## src/rtl/rv_decode_stage.sv

```systemverilog
// ---------------------------------------------------------------------------
// rv_decode_stage
//
// Registered instruction-decode stage for the Lab3 RV32 CPU. Accepts one
// 32-bit instruction per cycle (valid/ready) and presents the decoded fields
// one cycle later on a second valid/ready handshake. Decodes R-type (with
// optional M-extension multiplies), I-type ALU, LUI and CSRRW; anything else
// is flagged illegal.
//
// Optional feature macro: RV_DECODE_MUL_EN
//   defined   -> MUL / MULH / MULHU decode (alu_op 10..12)
//   undefined -> funct7 0000001 under the R-type opcode is illegal
//
// Ports
//   clk            clock, rising edge
//   rst            asynchronous active-low reset
//   instr_valid    upstream has an instruction in instr
//   instr[31:0]    raw instruction word
//   instr_ready    stage accepts instr this cycle (!dec_valid || dec_ready)
//   dec_valid      decoded fields valid
//   dec_ready      downstream consumes decoded fields
//   rs1/rs2/rd     register indices
//   alu_op[3:0]    ALU operation (15 = NOP)
//   imm[31:0]      decoded immediate
//   use_imm        ALU B operand is imm instead of rs2
//   reg_we         instruction writes rd (never for rd = x0)
//   csr_addr[11:0] CSR address for CSRRW, else 0
//   illegal        instruction did not decode
//   dec_count      accepted-instruction counter (wraps)
//   illegal_count  accepted-illegal counter (saturates at all-ones)
// ---------------------------------------------------------------------------
module rv_decode_stage #(
    parameter int CNT_W = 32
) (
    input  logic             clk,
    input  logic             rst,
    input  logic             instr_valid,
    input  logic [31:0]      instr,
    output logic             instr_ready,
    output logic             dec_valid,
    input  logic             dec_ready,
    output logic [4:0]       rs1,
    output logic [4:0]       rs2,
    output logic [4:0]       rd,
    output logic [3:0]       alu_op,
    output logic [31:0]      imm,
    output logic             use_imm,
    output logic             reg_we,
    output logic [11:0]      csr_addr,
    output logic             illegal,
    output logic [CNT_W-1:0] dec_count,
    output logic [CNT_W-1:0] illegal_count
);

    localparam logic [6:0] OPC_RTYPE = 7'b0110011;
    localparam logic [6:0] OPC_ITYPE = 7'b0010011;
    localparam logic [6:0] OPC_LUI   = 7'b0110111;
    localparam logic [6:0] OPC_SYS   = 7'b1110011;

    localparam logic [3:0] OP_ADD   = 4'd0;
    localparam logic [3:0] OP_SUB   = 4'd1;
    localparam logic [3:0] OP_AND   = 4'd2;
    localparam logic [3:0] OP_OR    = 4'd3;
    localparam logic [3:0] OP_XOR   = 4'd4;
    localparam logic [3:0] OP_SLL   = 4'd5;
    localparam logic [3:0] OP_SRL   = 4'd6;
    localparam logic [3:0] OP_SRA   = 4'd7;
    localparam logic [3:0] OP_SLT   = 4'd8;
    localparam logic [3:0] OP_SLTU  = 4'd9;
`ifdef RV_DECODE_MUL_EN
    localparam logic [3:0] OP_MUL   = 4'd10;
    localparam logic [3:0] OP_MULH  = 4'd11;
    localparam logic [3:0] OP_MULHU = 4'd12;
`endif
    localparam logic [3:0] OP_PASSB = 4'd13;
    localparam logic [3:0] OP_CSRRW = 4'd14;
    localparam logic [3:0] OP_NOP   = 4'd15;

    localparam logic [6:0] F7_BASE = 7'b0000000;
    localparam logic [6:0] F7_ALT  = 7'b0100000;
    localparam logic [6:0] F7_MULD = 7'b0000001;

    // ------------------------------------------------------------------
    // Field slices
    // ------------------------------------------------------------------
    logic [6:0] opcode;
    logic [2:0] funct3;
    logic [6:0] funct7;

    assign opcode = instr[6:0];
    assign funct3 = instr[14:12];
    assign funct7 = instr[31:25];

    // ------------------------------------------------------------------
    // Combinational decode. Everything defaults to the illegal result so
    // only the legal paths need to set fields.
    // ------------------------------------------------------------------
    logic [4:0]  rs1_d, rs2_d, rd_d;
    logic [3:0]  alu_op_d;
    logic [31:0] imm_d;
    logic        use_imm_d;
    logic        reg_we_d;
    logic [11:0] csr_addr_d;
    logic        legal_d;

    always_comb begin
        rs1_d      = instr[19:15];
        rs2_d      = instr[24:20];
        rd_d       = instr[11:7];
        alu_op_d   = OP_NOP;
        imm_d      = 32'd0;
        use_imm_d  = 1'b0;
        csr_addr_d = 12'd0;
        legal_d    = 1'b0;

        case (opcode)
            OPC_RTYPE: begin
                case (funct7)
                    F7_BASE: begin
                        legal_d = 1'b1;
                        case (funct3)
                            3'b000:  alu_op_d = OP_ADD;
                            3'b001:  alu_op_d = OP_SLL;
                            3'b010:  alu_op_d = OP_SLT;
                            3'b011:  alu_op_d = OP_SLTU;
                            3'b100:  alu_op_d = OP_XOR;
                            3'b101:  alu_op_d = OP_SRL;
                            3'b110:  alu_op_d = OP_OR;
                            default: alu_op_d = OP_AND;
                        endcase
                    end
                    F7_ALT: begin
                        if (funct3 == 3'b000) begin
                            legal_d  = 1'b1;
                            alu_op_d = OP_SUB;
                        end else if (funct3 == 3'b101) begin
                            legal_d  = 1'b1;
                            alu_op_d = OP_SRA;
                        end
                    end
                    F7_MULD: begin
`ifdef RV_DECODE_MUL_EN
                        case (funct3)
                            3'b000: begin
                                legal_d  = 1'b1;
                                alu_op_d = OP_MUL;
                            end
                            3'b001: begin
                                legal_d  = 1'b1;
                                alu_op_d = OP_MULH;
                            end
                            3'b011: begin
                                legal_d  = 1'b1;
                                alu_op_d = OP_MULHU;
                            end
                            default: ;
                        endcase
`endif
                    end
                    default: ;
                endcase
            end

            OPC_ITYPE: begin
                case (funct3)
                    3'b001: begin
                        if (funct7 == F7_BASE) begin
                            legal_d   = 1'b1;
                            alu_op_d  = OP_SLL;
                            imm_d     = {27'd0, instr[24:20]};
                            use_imm_d = 1'b1;
                        end
                    end
                    3'b101: begin
                        // funct7 selects logical vs arithmetic right shift
                        if (funct7 == F7_BASE || funct7 == F7_ALT) begin
                            legal_d   = 1'b1;
                            alu_op_d  = (funct7 == F7_ALT) ? OP_SRA : OP_SRL;
                            imm_d     = {27'd0, instr[24:20]};
                            use_imm_d = 1'b1;
                        end
                    end
                    default: begin
                        legal_d   = 1'b1;
                        imm_d     = {{20{instr[31]}}, instr[31:20]};
                        use_imm_d = 1'b1;
                        case (funct3)
                            3'b000:  alu_op_d = OP_ADD;
                            3'b010:  alu_op_d = OP_SLT;
                            3'b011:  alu_op_d = OP_SLTU;
                            3'b100:  alu_op_d = OP_XOR;
                            3'b110:  alu_op_d = OP_OR;
                            default: alu_op_d = OP_AND;
                        endcase
                    end
                endcase
            end

            OPC_LUI: begin
                legal_d   = 1'b1;
                alu_op_d  = OP_PASSB;
                imm_d     = {instr[31:12], 12'd0};
                use_imm_d = 1'b1;
                rs1_d     = 5'd0;
                rs2_d     = 5'd0;
            end

            OPC_SYS: begin
                if (funct3 == 3'b001) begin
                    legal_d    = 1'b1;
                    alu_op_d   = OP_CSRRW;
                    csr_addr_d = instr[31:20];
                end
            end

            default: ;
        endcase

        reg_we_d = legal_d && (rd_d != 5'd0);
    end

    // ------------------------------------------------------------------
    // Handshake and output registers
    // ------------------------------------------------------------------
    logic             dec_valid_q;
    logic [4:0]       rs1_q, rs2_q, rd_q;
    logic [3:0]       alu_op_q;
    logic [31:0]      imm_q;
    logic             use_imm_q;
    logic             reg_we_q;
    logic [11:0]      csr_addr_q;
    logic             illegal_q;
    logic [CNT_W-1:0] dec_count_q;
    logic [CNT_W-1:0] illegal_count_q;
    logic             accept;

    assign instr_ready = !dec_valid_q || dec_ready;
    assign accept      = instr_valid && instr_ready;

    always_ff @(posedge clk or negedge rst) begin
        if (!rst) begin
            dec_valid_q     <= 1'b0;
            rs1_q           <= 5'd0;
            rs2_q           <= 5'd0;
            rd_q            <= 5'd0;
            alu_op_q        <= OP_NOP;
            imm_q           <= 32'd0;
            use_imm_q       <= 1'b0;
            reg_we_q        <= 1'b0;
            csr_addr_q      <= 12'd0;
            illegal_q       <= 1'b0;
            dec_count_q     <= '0;
            illegal_count_q <= '0;
        end else begin
            if (accept) begin
                dec_valid_q <= 1'b1;
                rs1_q       <= rs1_d;
                rs2_q       <= rs2_d;
                rd_q        <= rd_d;
                alu_op_q    <= alu_op_d;
                imm_q       <= imm_d;
                use_imm_q   <= use_imm_d;
                reg_we_q    <= reg_we_d;
                csr_addr_q  <= csr_addr_d;
                illegal_q   <= !legal_d;
                dec_count_q <= dec_count_q + 1'b1;
                if (!legal_d && (illegal_count_q != '1)) begin
                    illegal_count_q <= illegal_count_q + 1'b1;
                end
            end else if (dec_ready) begin
                dec_valid_q <= 1'b0;
            end
        end
    end

    assign dec_valid     = dec_valid_q;
    assign rs1           = rs1_q;
    assign rs2           = rs2_q;
    assign rd            = rd_q;
    assign alu_op        = alu_op_q;
    assign imm           = imm_q;
    assign use_imm       = use_imm_q;
    assign reg_we        = reg_we_q;
    assign csr_addr      = csr_addr_q;
    assign illegal       = illegal_q;
    assign dec_count     = dec_count_q;
    assign illegal_count = illegal_count_q;

endmodule

```

## config.mk

```make
export PLATFORM = sky130hd
export DESIGN_NAME = rv_decode_stage
export DESIGN_NICKNAME = d
export VERILOG_FILES = /design/src/rtl/rv_decode_stage.sv
export SDC_FILE = /design/constraint.sdc
export NUM_CORES = 1
export LEC_CHECK = 0
export ABC_AREA = 1
export CAP_MARGIN = 20
export CORE_MARGIN = 1.5
export CORE_UTILIZATION = 51
export CTS_CLUSTER_DIAMETER = 40
export DETAILED_ROUTE_END_ITERATION = 8
export GPL_ROUTABILITY_DRIVEN = 1
export PLACE_DENSITY_LB_ADDON = 0.1
export SYNTH_ARGS = -nofsm -noshare
export SYNTH_HDL_FRONTEND = slang
export SYNTH_SLANG_ARGS = --single-unit
```

## constraint.sdc

```tcl
create_clock -name clk -period 1.8 [get_ports clk]
set_input_delay 0.45 -clock clk [delete_from_list [all_inputs] [get_ports clk]]
set_output_delay 0.45 -clock clk [all_outputs]
set_load 0.02 [all_outputs]
```

Word-level counts from Yosys, hierarchy flattened
Index checks and enable logic that the tools add are counted.
- output and inout port bits: 132
- input bits: 36
- register bits after elaboration: 131
- reductions and logical operators: 12
- equality and inequality tests: 12
- $add $sub $neg: 2
- mux-type cells: 30
- operators with widths (kind ; number):
    case mux 32 bit (2 select lines) ; 2
    adder 32 x 1 -> 32 bit (second input constant) ; 2
    != test 32 bit (second input constant) ; 1
    case mux 4 bit (7 select lines) ; 1
    two-way mux 12 bit ; 2
    == test 7 x 6 -> 1 bit (second input constant) ; 3
    two-way mux 5 bit ; 4
    case mux 4 bit (5 select lines) ; 1
    two-way mux 4 bit ; 4
    case mux 4 bit (2 select lines) ; 2
    case mux 4 bit (4 select lines) ; 1
    == test 3 bit (second input constant) ; 3
    two-way mux 1 bit ; 9
    == test 7 x 5 -> 1 bit (second input constant) ; 1
    == test 7 bit (second input constant) ; 1
    zero test 7 bit ; 1
    == test 3 x 2 -> 1 bit (second input constant) ; 2
    case mux 1 bit (2 select lines) ; 3
    nonzero test 5 bit ; 1
    case mux 1 bit (4 select lines) ; 1
    == test 3 x 1 -> 1 bit (second input constant) ; 1
    logical AND 1 bit ; 3
    zero test 3 bit ; 1
    zero test 1 bit ; 2
    other kinds (3) ; 4

Depth between registers and ports, before layout
- word-level depth: 8
- depth in mapped cells: 11
- depth with buffers taken out: 10

Worst setup path before layout
No wires, ideal clock.
- path kind: register -> register
- from: reg illegal_count_q[0], in the netlist illegal_count[0]
- to: reg illegal_count_q[3], in the netlist illegal_count[3]
- cell stages (with the launch flop): 10
- path slack: -23 ps
- path buffers: 1
- data required time: 1682 ps
- arrival: 1705 ps
- cell sequence: dfrtp_1 ha_1 nand3_2 inv_2 nand2_4 nor2_8 nand2_2 clkbuf_1 nand4_1 nand2_1
- word-level cells in the longest chain between the ends: 3
- elaborated cells between the ends (all ways): 4
- classes of those cells: add/sub (1); eq/ne (1); reduce/logical (2)
- RTL lines (item ; RTL line ; source):
    start, declared ; 234 ; logic [CNT_W-1:0] illegal_count_q;
    start signal, assigned ; 268 ; illegal_count_q <= illegal_count_q + 1'b1;
    parallel branches: the longest is 3 deep, another holds adder 32 x 1 -> 32 bit ; n/a ;
Parallel ways; which one is timed is not known.
A chain may end at the register's enable or synchronous reset.

Worst setup path after layout
- from: in dec_ready
- to: out instr_ready
- word-level cells in the longest chain between the ends: 1
- RTL lines (item ; RTL line ; source):
    start, declared ; 41 ; input logic dec_ready,
    logical OR 1 bit ; 237 ; assign instr_ready = !dec_valid_q || dec_ready;
    end, declared ; 39 ; output logic instr_ready,
Every way passes these cells.

==> flow_metrics.env <==
export IMPL_status="completed"
export IMPL_tritoncts="done"
export IMPL_p_switching_w=0.002652
export IMPL_min_path_type="input pin to asynchronous set/reset pin"
export IMPL_worst_slack_ns=0.03750
export IMPL_hold_violations=0
export IMPL_portBuffers=167
export IMPL_clk_pin_slew_ns=0.06
export IMPL_startpoint_type="input pin"
export IMPL_vias_per_cell=5.275
export IMPL_power_frac_clock_pct=40.9
export IMPL_io_pins=168
export IMPL_power_density_mw_per_mm2=860.6
export IMPL_final_cells=1361
export IMPL_maxSlewViolCount=0
export IMPL_async_flop_share_pct=100.0
export IMPL_max_cap_viol_count=0
export IMPL_antenna_found_initial=0
export IMPL_pre_cts_ws_ns=-0.3389
export IMPL_grt_pass1_vias=6790
export IMPL_syn_inst=953
export IMPL_combPwrFrac_pct=19.3
export IMPL_start_util_pct=52.13
export IMPL_startpoint="dec_ready"
export IMPL_dp_cells=1328
export IMPL_numCtsBuffers=17
export IMPL_synth_warnings=0
export IMPL_grt_usage_pct=29.51
export IMPL_die_area_sq_mm=0.01491
export IMPL_vias=7179
export IMPL_worstReg2RegStart="illegal_count[0]"
export IMPL_max_freq_mhz=567.4
export IMPL_setup_viol_count_final=0
export IMPL_grt_max_degree=43
export IMPL_finClkSkew_ns=0.01184
export IMPL_areaGrowthSynthToFinish_pct=38.28
export IMPL_clock_latency_ns=0.42
export IMPL_power_frac_seq_pct=39.8
export IMPL_final_antenna_net_count=0
export IMPL_crit_type="input pin to primary output"
export IMPL_grt_first_pass_wirelength_um=34220
export IMPL_post_cts_setup_buffers=0
export IMPL_worstMarginPinSlew_ns=0.4398
export IMPL_synth_seq_area_share_pct=45.37
export IMPL_place_congestion=0.9583
export IMPL_arrival_ns=1.31
export IMPL_synth_edf_count=0
export IMPL_end_kind="primary output"
export IMPL_cts_sinks=131
export IMPL_num_antenna_cells=0
export IMPL_leakage_nw=5.267
export IMPL_drive_gt1_share_pct=12.87
export IMPL_crit_required_ns=1.35
export IMPL_cts_max_level=4
export IMPL_postLayoutCoreUtil_pct=72.08
export IMPL_maxSlewHeadroom_pct=70.45
export IMPL_critPathMaxFanout=3
export IMPL_finalSetupTns_ns=0
export IMPL_core_rowCount=43
export IMPL_die_h_um=122.1
export IMPL_hpwl_um=15320
export IMPL_synth_avg_cell_area_sq_um=7.593
export IMPL_ys_ff_latch=131
export IMPL_coreArea_sq_mm=0.01388
export IMPL_wl_per_cell_um=15.24
export IMPL_ir_worst_vdd_mv=0.6617
export IMPL_wl_um=20740
export IMPL_drt_pass1_iter_count=5
export IMPL_grt_overflow=0
export IMPL_p_int_w=0.005959
export IMPL_drc_errors=0
export IMPL_layout_min_cycle_time_ns=1.762
export IMPL_netlist_area_sq_mm=0.007236
export IMPL_syn_nets=991
export IMPL_cts_root_buf="clkbuf_16"
export IMPL_dr_first_iter_drc_count=654
export IMPL_finalCritPeriodShare_pct=97.92
export IMPL_ys_flop_type="dfrtp_1"
export IMPL_fill_cells=1174
export IMPL_clock_path_buffers=2
export IMPL_die_w_um=122.1
export IMPL_switching_share_pct=30.80
export IMPL_nNetsFinal=1206
export IMPL_synth_distinct_cells=38
==> cell families after synthesis <==
| kind of cell | Yosys count | synth area share, % |
|---|---|---|
| AOI/OAI and AO/OA | 62 | 4.980 |
| DFF | 131 | 45.37 |
| and+or+nand+nor | 620 | 38.70 |
| buffers and inverters | 99 | 5.879 |
| adders and majority gates | 2 | 0.3458 |
| xor gates and xnor gates | 39 | 4.721 |
==> state kept, by name (all words and copies together), names as in the netlist <==
register / flops
dec_count: 32
rd: 5
use_imm: 1
dec_valid: 1
rs1: 5
csr_addr: 12
illegal_count: 32
imm: 32
alu_op: 4
illegal: 1
reg_we: 1
rs2: 5
==> through the flow <==
| stage | hold slack, ns | total power [W] | cell area (sq um) |
|---|---|---|---|
| 5_1_grt | 0.4678 | 0.009002 | 10010 |
| 3_3_place_gp | 0.3321 | 0.005259 | 9543 |
| 4_1_cts | 0.4581 | 0.008649 | 9993 |
| 3_5_place_dp | 0.3317 | 0.005292 | 9543 |
| 6_report | 0.4579 | 0.008611 | 10010 |
| 2_1_floorplan | 0.1544 | 0.004340 | 7237 |
==> Yosys cell counts, drive strengths merged (3+ instances only) <==
cell type	count	area, sq um
o21ai	38	190.2
xor2	29	254.0
buf	14	82.58
nand3b	15	112.6
clkbuf	19	92.58
o211ai	13	97.59
inv	65	246.5
nand4	44	290.3
o311ai	3	26.28
dfrtp	127	3178
nor3	17	90.09
nand3	51	295.3
dfstp	4	105.1
nor2	113	498.0
xnor2	10	87.58
nand2	379	1508
a21oi	5	25.02
==> cell usage in the layout (no fill, tap or decap), types with 4 or more instances in the layout <==
| cell type | instances |
|---|---|
| nor3_1 | 15 |
| nand2_2 | 22 |
| buf_12 | 10 |
| o21ai_0 | 37 |
| inv_1 | 58 |
| nor2_2 | 5 |
| clkdlybuf4s50_1 | 34 |
| inv_2 | 6 |
| dfrtp_1 | 126 |
| xnor2_1 | 10 |
| dfstp_2 | 4 |
| dlygate4sd2_1 | 131 |
| nand2_1 | 353 |
| nand4_1 | 43 |
| nand2_4 | 4 |
| o211ai_1 | 13 |
| nor2_1 | 103 |
| a21oi_1 | 5 |
| buf_4 | 51 |
| nand3b_1 | 15 |
| xor2_1 | 29 |
| clkbuf_16 | 17 |
| nand3_1 | 45 |
| nand3_2 | 4 |
==> path summary, 6_finish.rpt <==
kind,end,slack [ns],depth (start not counted)
min reg2reg,imm[1],0.47,2
max,instr_ready,0.04,4
min in group clk,imm[1],0.47,2
max reg2reg,illegal_count[6],0.11,10
min,dec_count[7],0.46,2
max in group asynchronous,alu_op[1],0.76,3
==> worst max-delay path, cell delays in order <==
cell             delay (ns)
clkdlybuf4s50_1        0.46
inv_1                  0.05
nand2_2                0.09
clkdlybuf4s15_2        0.27
==> repair_timing <==
action                     in CTS  in global routing
gates resized for setup       134                  3
hold buffers                    1                  0
setup endpoints to repair     132                 32
hold endpoints to repair       20                  0
==> metal layers <==
layer	track usage, %	part of all wire (%)	vias to the layer above
met5	0	0	-
met4	8.576	1.7	0
met3	8.333	7.9	31
met2	47.72	48	264
met1	38.83	43	3390
li1	-	-	3494
==> power by group through the flow <==
stage | registers [W] | logic (W) | clock network [W]
2_1_floorplan | 0.00373 | 0.000614 | 0
3_3_place_gp | 0.00348 | 0.00178 | 0
3_5_place_dp | 0.00349 | 0.00181 | 0
4_1_cts | 0.00343 | 0.00166 | 0.00356
5_1_grt | 0.00346 | 0.00182 | 0.00372
6_report | 0.00343 | 0.00166 | 0.00352
==> area by class of cell <==
cell class	instances	area (sq um)	area share (%)
tap	180	225.2	2.251
multi-input combinational	723	3540	35.38
sequential	131	3284	32.82
clock inverter	12	146.4	1.463
timing repair buffer	229	2103	21.02
clock buffer	20	456.7	4.564
inverter	66	250.2	2.501
Note: power is estimated with default switching activity, not from simulation.
